===== src/rtl/ramp_pwm_multi.sv =====
// rtl/ramp_pwm_multi.sv - multi-channel staged duty ramp with built-in PWM; optional per-channel stage offset via RAMP_PHASE_EN
module ramp_pwm_multi #(
  parameter int N_CH = 3,
  parameter int N_STEPS = 7,
  parameter logic [N_CH*N_STEPS-1:0] STEPS = 21'h0DB19C,
  parameter int STAGE_CYCLES = 2000000,
  parameter int MAX_DUTY = 100,
  parameter int PHASE_STEP = 1,
  localparam int DUTY_W = $clog2(MAX_DUTY + 1),
  localparam int ST_W = (N_STEPS > 1) ? $clog2(N_STEPS) : 1
) (
  input  logic                     clk,
  input  logic                     reset,
  input  logic                     en,
  input  logic                     restart,
  output logic [N_CH*DUTY_W-1:0]   duty,
  output logic [N_CH-1:0]          pwm,
  output logic [ST_W-1:0]          stage,
  output logic                     wrap
);

  localparam int SUBSTEP = STAGE_CYCLES / MAX_DUTY;
  localparam int CYC_W = (STAGE_CYCLES > 1) ? $clog2(STAGE_CYCLES) : 1;
  localparam int SUB_W = (SUBSTEP > 1) ? $clog2(SUBSTEP) : 1;
  localparam int PCNT_W = (MAX_DUTY > 1) ? $clog2(MAX_DUTY) : 1;

  if ((STAGE_CYCLES % MAX_DUTY) != 0 || SUBSTEP < 1 || N_STEPS < 2 || PHASE_STEP < 0) begin : g_param_check
    $error("ramp_pwm_multi: illegal parameter combination");
  end

  logic [CYC_W-1:0]                cyc_q, cyc_d;
  logic [SUB_W-1:0]                sub_q, sub_d;
  logic [ST_W-1:0]                 stage_q, stage_d;
  logic [PCNT_W-1:0]               pcnt_q, pcnt_d;
  logic [N_CH-1:0][DUTY_W-1:0]     duty_q, duty_d, duty_init;
  logic [N_CH-1:0]                 pwm_q, pwm_d;
  logic                            wrap_q, wrap_d;
  logic [DUTY_W-1:0]               tgt;

  // Pattern level for channel k, 'ahead' stages past shared stage st.
  function automatic logic [DUTY_W-1:0] lvl(input int k, input int st, input int ahead);
    int sk;
    logic [N_CH*N_STEPS-1:0] sh;
`ifdef RAMP_PHASE_EN
    sk = (st + ahead + k * PHASE_STEP) % N_STEPS;
`else
    sk = (st + ahead) % N_STEPS;
`endif
    sh = STEPS >> (k * N_STEPS + sk);
    return sh[0] ? DUTY_W'(MAX_DUTY) : '0;
  endfunction

  // Duty loaded by reset and restart: each channel's level at stage 0.
  always_comb begin
    for (int k = 0; k < N_CH; k++) begin
      duty_init[k] = lvl(k, 0, 0);
    end
  end

  // Next state: free-running PWM counter, gated stage/substep counters and ramp.
  always_comb begin
    cyc_d   = cyc_q;
    sub_d   = sub_q;
    stage_d = stage_q;
    duty_d  = duty_q;
    wrap_d  = 1'b0;
    tgt     = '0;
    pcnt_d  = (pcnt_q == PCNT_W'(MAX_DUTY - 1)) ? '0 : pcnt_q + 1'b1;
    for (int k = 0; k < N_CH; k++) begin
      pwm_d[k] = (DUTY_W'(pcnt_q) < duty_q[k]);
    end
    if (restart) begin
      cyc_d   = '0;
      sub_d   = '0;
      stage_d = '0;
      pcnt_d  = '0;
      duty_d  = duty_init;
      pwm_d   = '0;
    end else if (en) begin
      if (cyc_q == CYC_W'(STAGE_CYCLES - 1)) begin
        // Stage end resyncs every channel to its exact level, overriding any ramp step.
        stage_d = (stage_q == ST_W'(N_STEPS - 1)) ? '0 : stage_q + 1'b1;
        cyc_d   = '0;
        sub_d   = '0;
        wrap_d  = (stage_q == ST_W'(N_STEPS - 1));
        for (int k = 0; k < N_CH; k++) begin
          duty_d[k] = lvl(k, int'(stage_d), 0);
        end
      end else begin
        cyc_d = cyc_q + 1'b1;
        if (sub_q == SUB_W'(SUBSTEP - 1)) begin
          sub_d = '0;
          for (int k = 0; k < N_CH; k++) begin
            tgt = lvl(k, int'(stage_q), 1);
            if (duty_q[k] < tgt) begin
              duty_d[k] = duty_q[k] + 1'b1;
            end else if (duty_q[k] > tgt) begin
              duty_d[k] = duty_q[k] - 1'b1;
            end
          end
        end else begin
          sub_d = sub_q + 1'b1;
        end
      end
    end
  end

  // State registers with asynchronous clear to the stage-0 start state.
  always_ff @(posedge clk or posedge reset) begin
    if (reset) begin
      cyc_q   <= '0;
      sub_q   <= '0;
      stage_q <= '0;
      pcnt_q  <= '0;
      duty_q  <= duty_init;
      pwm_q   <= '0;
      wrap_q  <= 1'b0;
    end else begin
      cyc_q   <= cyc_d;
      sub_q   <= sub_d;
      stage_q <= stage_d;
      pcnt_q  <= pcnt_d;
      duty_q  <= duty_d;
      pwm_q   <= pwm_d;
      wrap_q  <= wrap_d;
    end
  end

  assign duty  = duty_q;
  assign pwm   = pwm_q;
  assign stage = stage_q;
  assign wrap  = wrap_q;

endmodule


===== config.mk =====
export PLATFORM = sky130hd
export DESIGN_NAME = ramp_pwm_multi
export DESIGN_NICKNAME = d
export VERILOG_FILES = /design/src/rtl/ramp_pwm_multi.sv
export SDC_FILE = /design/constraint.sdc
export NUM_CORES = 1
export LEC_CHECK = 0
export ABC_AREA = 1
export CAP_MARGIN = 30
export CORE_AREA = 2 2 138 140
export DETAILED_ROUTE_END_ITERATION = 12
export DIE_AREA = 0 0 140 142
export GPL_TIMING_DRIVEN = 0
export PLACE_DENSITY = 0.49
export SLEW_MARGIN = 20
export SYNTH_ARGS = -nofsm -noshare
export SYNTH_HDL_FRONTEND = slang
export SYNTH_SLANG_ARGS = --single-unit

===== constraint.sdc =====
create_clock -name clk -period 8.45 [get_ports clk]
set_input_delay 2.535 -clock clk [delete_from_list [all_inputs] [get_ports clk]]
set_output_delay 2.535 -clock clk [all_outputs]
set_load 0.01 [all_outputs]

==> results.md <==
- Tot Pwr: 1.41 mW
- DPL Wire Length: approximately 11 mm
- Starting DRT DRC Count: 269
- Share of cells above drive strength 1: around 8.2%
- Largest net degree at the start of global routing: between 50 and 60
- Failing checks: design-rule violations
- Setup crit end: duty[12]$_DFFE_PP1P_
- Cts repair resizes: 0
- Clock Latency Late Sink: 0.34 ns
- CTS tree: yes
- Setup WS post-layout: between 2 and 2.5 ns
- Main area contributors after synthesis: dfrtp_1 (30%), ha_1 (12%), nand2_1 (9.9%)
- Root Buffer: clkbuf_16
- Post-Layout Cell Count: ~1.0k
- Clock Sinks: between 70 and 80
- Cell taking the most area after synthesis: dfrtp_1
- Vias: roughly 5k
- Hold Vio Cnt, Final: 0
- Pre-antenna DRT Iters: 11
- Placement Cell Area: about 0.0063 mm^2
- Gpl congestion: 0.796
- Max-slew violation count: 0
- Static Leak: 3.08 nW
- Crit-path max cell delay: roughly 0.50 ns
- Initial Utilization: between 30% and 40%
- Hold Slack: between 0.5 and 0.6 ns
- Initial antenna violation count: 0
- Commonest non-fill, non-tap cell in the layout: nand2_1
- Fin util: between 30% and 40%
- Row Count: 50
- R2r endpoint: duty[12]$_DFFE_PP1P_
- Commonest cells after routing, fill and taps aside: nand2_1 (149), inv_1 (117), dfrtp_1 (68)
- RSZ-0062 raised after global routing: no
- Worst-case reg-to-reg path depth: 39
- Htree depth: 3
- R2R setup slack: between 2 and 2.5 ns
- Average cell area after synthesis: between 7 and 8 um^2
- CP startpoint kind: flip-flop
- CTS clock-pin slew for the worst setup and hold paths: 0.06 ns
- DRC errors left: 4
- Crit path launch: stage[0]$_DFFE_PP0P_
- Vias in the first global route: slightly below 5k
- Global Route Usage Sum: 15.2%
- Asr flop ratio synth: 100%
- Top cell type's share of synthesized area: 30.2%
- Via/cell ratio: 4.77
- Worst path required time: approximately 8.7 ns
- Die height: about 140 um
- Cells after synthesis: 766
- Die Wd: 140 um
- Post-Syn Area: ~0.0056 mm^2
- Nets: between 800 and 900
- Final Skew: between 0.006 and 0.007 ns
- Syn. warnings: 0
- Synthesized net count: 827
- Min-delay src: sub_q[1]$_DFFE_PP0P_
- I/O Buffers: 31
- Area delta synth->final: 17.0%
- Number of distinct library cells after synthesis: 46
- Result of the run: finished with violations
- CP Capture Type: flip-flop
- Hold Crit Class: reg -> reg
- Slew margin rel.: 49.2%
- Flops & latches, synth: 71
- Multi-input logic area: between 0.003 and 0.004 mm^2
- Reg2reg start: stage[0]$_DFFE_PP0P_
- Placed Cells: approximately 1.0k
- First-pass GRT wire length: roughly 24 mm
- CP arrival: between 6 and 7 ns
- Die footprint: ~0.02 mm^2
- Most used DFF post-synth: dfrtp_1
- Most common cell on crit path: inv_1
- Slowest cell on crit path: ha_1
- Post-CTS setup buffer count: 0
- IO Pins: 32
- Critical setup path kind: reg -> reg
- Tcrit/Tclk final: between 70 and 80%
- GRT Residual Overflow: 0
- Final setup vio count: 0
- Sequential-to-total area share from yosys stat: 31.6%
- Max Fclk: 155 MHz
- Tmin final: between 6 and 7 ns
- CP max FO: 10
- Fill count: 1,965
- Post-route ant nets: 0
- Drt total wl: around 14 mm
- Area of the core: around 0.018 mm^2
- Slew @ Worst Pin: about 0.75 ns
- MaxCap Viol Count: 0
- Sequential cell area: approximately 0.0018 mm^2
- Post-layout instance area: roughly 0.0066 mm^2
- Pre-CTS setup slack: between 2 and 2.5 ns
- Post-DR wirelength/cell: between 10 and 15 um
- Hold Buf Count CTS: 0
- Pwr Density: 213 mW/mm^2
- Max VDD drop: approximately 0.11 mV
- EDFF count, synth: 0
- CTS Buf Count: 9
- ANT cells: 0
- Max Root-Sink Buffers: 2
- Setup TNS: 0 ns
registers in the layout, indices dropped and copies added (netlist names):
register and cells:
cyc_q 21, duty 21, sub_q 15, pcnt_q 7, pwm 3, stage 3, wrap 1
layout make-up:
| type | count | area share (%) |
|---|---|---|
| Multi-Input combinational cell | 555 | 50.3 |
| Sequential cell | 71 | 27.0 |
| Inverter | 130 | 7.47 |
| Timing Repair Buffer | 32 | 5.12 |
| Tap cell | 234 | 4.44 |
| Clock buffer | 13 | 3.95 |
| Clock inverter | 3 | 0.987 |
| Buffer | 10 | 0.740 |
per-layer routing:
| metal | routed length, um | part of all wire (%) | GRT usage (%) | vias up |
|---|---|---|---|---|
| li1 | - | - | - | 2621 |
| met1 | 6970 | 49 | 20.1 | 2297 |
| met2 | 6640 | 47 | 25.9 | 62 |
| met3 | 334 | 2.4 | 2.42 | 16 |
| met4 | 242 | 1.7 | 4.20 | 0 |
| met5 | 0 | 0 | 0 | - |
synthesized netlist by cell type (4+ instances only):
| master | number |
|---|---|
| nand2_1 | 149 |
| inv_1 | 118 |
| dfrtp_1 | 68 |
| nor2_1 | 65 |
| ha_1 | 54 |
| nand3_1 | 46 |
| a21oi_1 | 40 |
| o21ai_0 | 36 |
| nor3_1 | 27 |
| xor2_1 | 21 |
| o22ai_1 | 15 |
| nand2_2 | 14 |
| nand4_1 | 14 |
| a211oi_1 | 10 |
| clkbuf_1 | 8 |
| inv_2 | 8 |
| nor4_1 | 8 |
| or2_2 | 7 |
| nor3b_1 | 5 |
| nand2_4 | 4 |
| nand3_2 | 4 |
| o21ai_1 | 4 |
| xnor2_1 | 4 |
report_power, final:
group	internal [mW]	switching (mW)
clock network	0.275	0.150
logic	0.249	0.306
registers	0.380	0.0463
worst max-delay path: cells and delay by family, from the launching register on:
family	cells	cell delay (ns)
DFF	1	0.42
xor gates and xnor gates	1	0.17
buffers and inverters	9	1.27
AOI/OAI and AO/OA	8	1.16
and+or+nand+nor	15	1.62
adders and majority gates	6	1.75
worst min-delay path by stage:
stage                                 to  cells after the start
floorplan            pcnt_q[0]$_DFF_PP0_                      1
global placement    sub_q[1]$_DFFE_PP0P_                      2
detailed placement  sub_q[1]$_DFFE_PP0P_                      2
CTS                 sub_q[1]$_DFFE_PP0P_                      2
global route        cyc_q[1]$_DFFE_PP0P_                      1
finish              sub_q[1]$_DFFE_PP0P_                      2
kinds of logic (layout without fill, tap and decap cells):
| group | Yosys count | count (layout) | share of synthesized area (%) |
|---|---|---|---|
| xor+xnor | 25 | 25 | 3.88 |
| compound gates | 123 | 123 | 12.7 |
| fa+ha+maj | 57 | 57 | 13.1 |
| simple gates | 350 | 350 | 29.3 |
| flops | 71 | 71 | 31.6 |
| buf+inv | 140 | 188 | 9.57 |
No activity file was read; power rests on OpenSTA's default activity.
==> variant 1: new RTL, config.mk and constraints unchanged <==
Register the output `duty` once more; this adds one clock of latency there. The other outputs are not delayed to match.
--- a/src/rtl/ramp_pwm_multi.sv
+++ b/src/rtl/ramp_pwm_multi.sv
@@ -126,7 +126,9 @@
     end
   end
 
-  assign duty  = duty_q;
+  always_ff @(posedge clk) begin
+    duty <= duty_q;
+  end
   assign pwm   = pwm_q;
   assign stage = stage_q;
   assign wrap  = wrap_q;
Formal check against the unedited RTL: same outputs for any inputs over 4 cycles, from zero or initial values and one cycle with reset high; that may be too few to reach the edited logic, so the function may still have changed.
==> variant 1 against the original RTL <==
The run still ends with design-rule violations left. Total power is 30% higher. Cell area up 4.4%. First-iteration DRC count decreased by 16%. Global-route usage down 0.59 points. Worst setup slack lost 0.51 ns. Via count down 1.7%. Area after synthesis rose by 5.3%. Routed wire length down 5.0%. Count of clock-buffer cells in the layout shrank 2. Sequential share of layout area rose by 5.0 points. Non-clock buffer count shrank 1. Sequential cell count increased by 21.
==> variant 1: results (changes against the original RTL) <==
status complete, but fails checks; failing checks design-rule violations; synth cell count leaders nand2_1 (137), inv_1 (108), nor2_1 (73); largest net degree at the start of global routing 54 (+1.9%); first-pass GRT wire length 23290 um (-4.2%); vias 4911 (-1.7%); yosys warns 0 (unchanged); fraction of layout cells with a size suffix above 1 0.07980 (-0.002509); WP data arrival 7.23 ns (+0.51 ns); syn nets 815 (-1.5%); FF-to-FF path depth 36 (-7.7%); initial antenna violation count 0 (unchanged); Worst slew margin 0.2945 (-0.1972); R2R Path Start stage[0]; P_leak 3.238 nW (+5.1%); post-CTS sizing 0 (unchanged); CTS Buf Count 9 (unchanged); library cells used by synthesis 49 (+6.5%); DRT iter0 DRCs 226 (-16%); Post-synth top flop dfrtp_1; Synth Area in Adders 0.1239 (-0.006628); Detailed Route WL 13480 um (-5.0%); clk_lat worst skew 0.35 ns; CP endpoint kind flip-flop; largest fanout on the critical path 10 (unchanged); post-CTS setup buffer count 0 (unchanged); Largest regs cyc_q: 21 flops, duty: 21 flops, duty_q: 21 flops; ANT cells 0 (unchanged); max incr delay on CP 0.63 ns (+0.13 ns); Remaining DRCs 3 (-1); Post-Synth XOR/XNOR Area 0.04551 (+0.006666); CTS HTree Levels 3 (unchanged); fill count 1908 (-2.9%); Total Nets Final 858 (-1.4%); sequential share of the synthesized area 0.3706 (+0.05476); r2r setup slk 1.50 ns (-0.51 ns); Port-buffer cells 31 (unchanged); Clock Tree Root clkbuf_16; CP max-delay cell a221oi_1; VDD IR max 98.53 uV (-13%); Pre-antenna DRT Iters 10 (-1); Worst Hold Class reg2reg; Total GRT Usage 0.1459 (-0.005923); Fin Clk Skew 0.008214 ns (+0.002012 ns); Synth area leaders dfrtp_1 (29%), ha_1 (11%), nand2_1 (8.7%); vias in the first global route 4724 (-4.3%); ys async rst share 0.7717 (-0.2283); GPL Wtd Cong 0.8142 (+2.3%); CTS max path bufs 2 (unchanged); proportion of synthesized area in mux cells 0 (unchanged); R2R Path End duty_q[13]; Post-DP HPWL 10290 um (-5.4%); crit start category flip-flop; Compound-Gate Fraction of Synth Area 0.1077 (-0.01886)
==> variant 1: cell types whose count changed in the layout (fill, tap and decap cells not counted), sizes merged, moves of 6 or more <==
cell and delta:
inv -14, o22ai -12, nand3 -11, nor2 +9, nand2 -10, dfxtp +21
a211oi -6, o21ai -9
==> variant 1: how the worst min path moves through the flow <==
stage          endpoint  slack, ns  startpoint  cells past startpoint
3_5_place_dp    duty[1]       0.39   duty_q[1]                      0
6_report        duty[1]       0.41   duty_q[1]                      0
3_3_place_gp    duty[1]       0.39   duty_q[1]                      0
4_1_cts         duty[1]       0.41   duty_q[1]                      0
2_1_floorplan   duty[0]       0.37   duty_q[0]                      0
5_1_grt         duty[9]       0.43   duty_q[9]                      0
==> variant 1: metrics by stage <==
step / power (mW) / worst slack (ns) / hold WS, ns / std cells / cell area, um2
2_1_floorplan: 1.189 / 2.765 / 0.3670 / 754 / 5938
3_3_place_gp: 1.409 / 1.219 / 0.3920 / 1019 / 6541
3_5_place_dp: 1.412 / 1.502 / 0.3913 / 1020 / 6573
4_1_cts: 1.852 / 1.446 / 0.4078 / 1036 / 6884
5_1_grt: 2.002 / 0.7487 / 0.4323 / 1036 / 6884
6_report: 1.825 / 1.497 / 0.4103 / 1036 / 6884
==> variant 1: kinds of logic after synthesis <==
logic type,Yosys count
AO/OA/AOI/OAI,106
adder cells (fa/ha/maj),57
buffers and inverters,124
XOR/XNOR,30
flip-flops,92
AND/OR/NAND/NOR,345
==> variant 1: routing by layer <==
| layer | GRT usage | up-vias | part of all wire |
|---|---|---|---|
| met4 | 0.05582 | 0 | 0.021 |
| met2 | 0.2318 | 52 | 0.44 |
| met3 | 0.02456 | 19 | 0.025 |
| met1 | 0.2003 | 2245 | 0.52 |
| met5 | 0 | - | 0 |
| li1 | - | 2595 | - |
==> variant 1: worst max-delay path: cells and delay by family (launching register included) <==
kind / cells / cell delay [ns]
flops: 1 / 0.45
xor+xnor: 2 / 0.31
buf+inv: 10 / 1.46
simple gates: 14 / 1.71
fa+ha+maj: 6 / 1.80
compound gates: 4 / 1.15
==> variant 1: layout make-up <==
| cell class | count | area, um2 | area share |
|---|---|---|---|
| buffer | 9 | 45.04 | 0.006543 |
| clock buffer | 11 | 254.0 | 0.03690 |
| clock inverter | 5 | 57.56 | 0.008361 |
| inverter | 115 | 434.2 | 0.06307 |
| multi-input combinational | 538 | 3262 | 0.4738 |
| sequential | 92 | 2201 | 0.3197 |
| tap | 234 | 292.8 | 0.04253 |
| timing repair buffer | 32 | 337.8 | 0.04907 |
==> variant 1: where the power goes <==
part | total (mW) | internal, mW | switching [mW]
logic | 0.810 | 0.360 | 0.450
registers | 0.591 | 0.526 | 0.0651
clock network | 0.424 | 0.248 | 0.177
==> variant 2: new RTL, same settings <==
Without the edit above. The parameter `MAX_DUTY` goes from 100 to 50.
--- a/src/rtl/ramp_pwm_multi.sv
+++ b/src/rtl/ramp_pwm_multi.sv
@@ -4,7 +4,7 @@
   parameter int N_STEPS = 7,
   parameter logic [N_CH*N_STEPS-1:0] STEPS = 21'h0DB19C,
   parameter int STAGE_CYCLES = 2000000,
-  parameter int MAX_DUTY = 100,
+  parameter int MAX_DUTY = 50,
   parameter int PHASE_STEP = 1,
   localparam int DUTY_W = $clog2(MAX_DUTY + 1),
   localparam int ST_W = (N_STEPS > 1) ? $clog2(N_STEPS) : 1
Interface: changed (resized duty); port bits go from 32 to 29. The function was not compared with the original's and may differ.
==> variant 2 against the original RTL <==
The flow still finishes with violations (design-rule violations). Area after synthesis shrank 5.9%. Critical path depth is 4 lower. Total power shrank 12%. Cell area is 6.1% lower. Worst setup slack improved by 0.46 ns. Global-route usage decreased by 1.0 points. Sequential cell count is 3 lower. Utilization decreased by 2.2 points. Fmax is 7.7% higher. Routed wire length shrank 8.0%.
==> variant 2: results (changes against the original RTL) <==
first-pass GRT wire length 22770 um (-6.3%); Avg WL per Cell 13.28 um (-1.9%); sequential share of power 0.327 (+0.024); Total GRT Usage 0.1418 (-0.01004); min-delay src cyc_q[1]; CP max-delay cell dfrtp_1; Largest delay share family, worst path simple AND/OR/NAND/NOR gates; synth cell count leaders nand2_1 (127), inv_1 (104), nor2_1 (68); status complete, but fails checks; sequential share of the synthesized area 0.3215 (+0.005667); DRT iter0 DRCs 226 (-16%); post-DR vias/cell 4.733 (-0.71%); GPL Wtd Cong 0.7578 (-4.8%); Fin Clk Skew 0.008682 ns (+0.002481 ns); largest net degree at the start of global routing 48 (-9.4%); Synth area leaders dfrtp_1 (31%), ha_1 (12%), nand2_1 (9.0%); wire length on met1 6564 um (-5.8%); failing checks design-rule violations; library cells used by synthesis 49 (+6.5%); Hold WS 0.5243 ns (+0.009633 ns); Port-buffer cells 27 (-13%); total combinational power 450 uW (-19%); PD cells 200.9 nW/um2 (-5.8%); Post-DP HPWL 9868 um (-9.3%); VDD IR max 118.1 uV (+3.9%); fraction of layout cells with a size suffix above 1 0.07210 (-0.01021); Worst-Margin Slew 0.8379 ns (+0.08525 ns); R2R Path End duty[11]; Worst Hold Endpoint cyc_q[1]; WL met2 5987 um (-9.8%); Pre-antenna DRT Iters 8 (-3); Remaining DRCs 4 (unchanged); largest fanout on the critical path 11 (+1); P_leak 2.875 nW (-6.7%)
variant 2: cell count changes after synthesis, sizes merged, moves of 5 or more:
| cell | before | now |
|---|---|---|
| nand3 | 53 | 61 |
| xor2 | 21 | 15 |
| inv | 127 | 109 |
| nor3 | 27 | 20 |
| nand4 | 14 | 21 |
| o21a | 0 | 12 |
| nand2 | 167 | 142 |
| or2 | 8 | 3 |
| a21oi | 41 | 29 |
| o22ai | 15 | 5 |
| a211oi | 10 | 5 |
| ha | 54 | 49 |
variant 2: area by class of cell:
type                            count  area, um2
Fill cell                        1934      12260
Multi-Input combinational cell    516       3139
Sequential cell                    68       1705
Inverter                          113      427.9
Timing Repair Buffer               28      297.8
Tap cell                          234      292.8
Clock buffer                       14      264.0
Clock inverter                      2      35.03
Buffer                              8      33.78
variant 2: worst max path at each step:
stage | endpoint | slack, ns | depth (start not counted)
global placement | duty[11] | 2.43 | 35
detailed placement | duty[11] | 2.49 | 35
floorplan | duty[11] | 3.26 | 35
CTS | duty[11] | 2.46 | 35
finish | duty[11] | 2.47 | 35
global route | duty[11] | 1.87 | 35
variant 2: per-stage QoR:
stage | utilization | instances | instance area, um2
after floorplan | - | 705 | 5304
after global placement | 0.3179 | 966 | 5867
after detailed placement | 0.3195 | 967 | 5897
after CTS | 0.3357 | 983 | 6196
after global routing | 0.3357 | 983 | 6196
final | 0.3357 | 983 | 6196
variant 2: cells by family (layout without fill, tap and decap cells):
family	after synthesis	after routing	synth area share
compound gates	106	106	0.1196
xor+xnor	23	23	0.03798
fa+ha+maj	52	52	0.1269
buf+inv	121	165	0.08658
flops	68	68	0.3215
simple gates	335	335	0.3074
variant 2: layer usage:
layer / vias to the layer above / global-route usage
met5: - / 0
met4: 0 / 0.04466
met3: 10 / 0.01985
met2: 50 / 0.2333
met1: 2162 / 0.1940
li1: 2431 / -
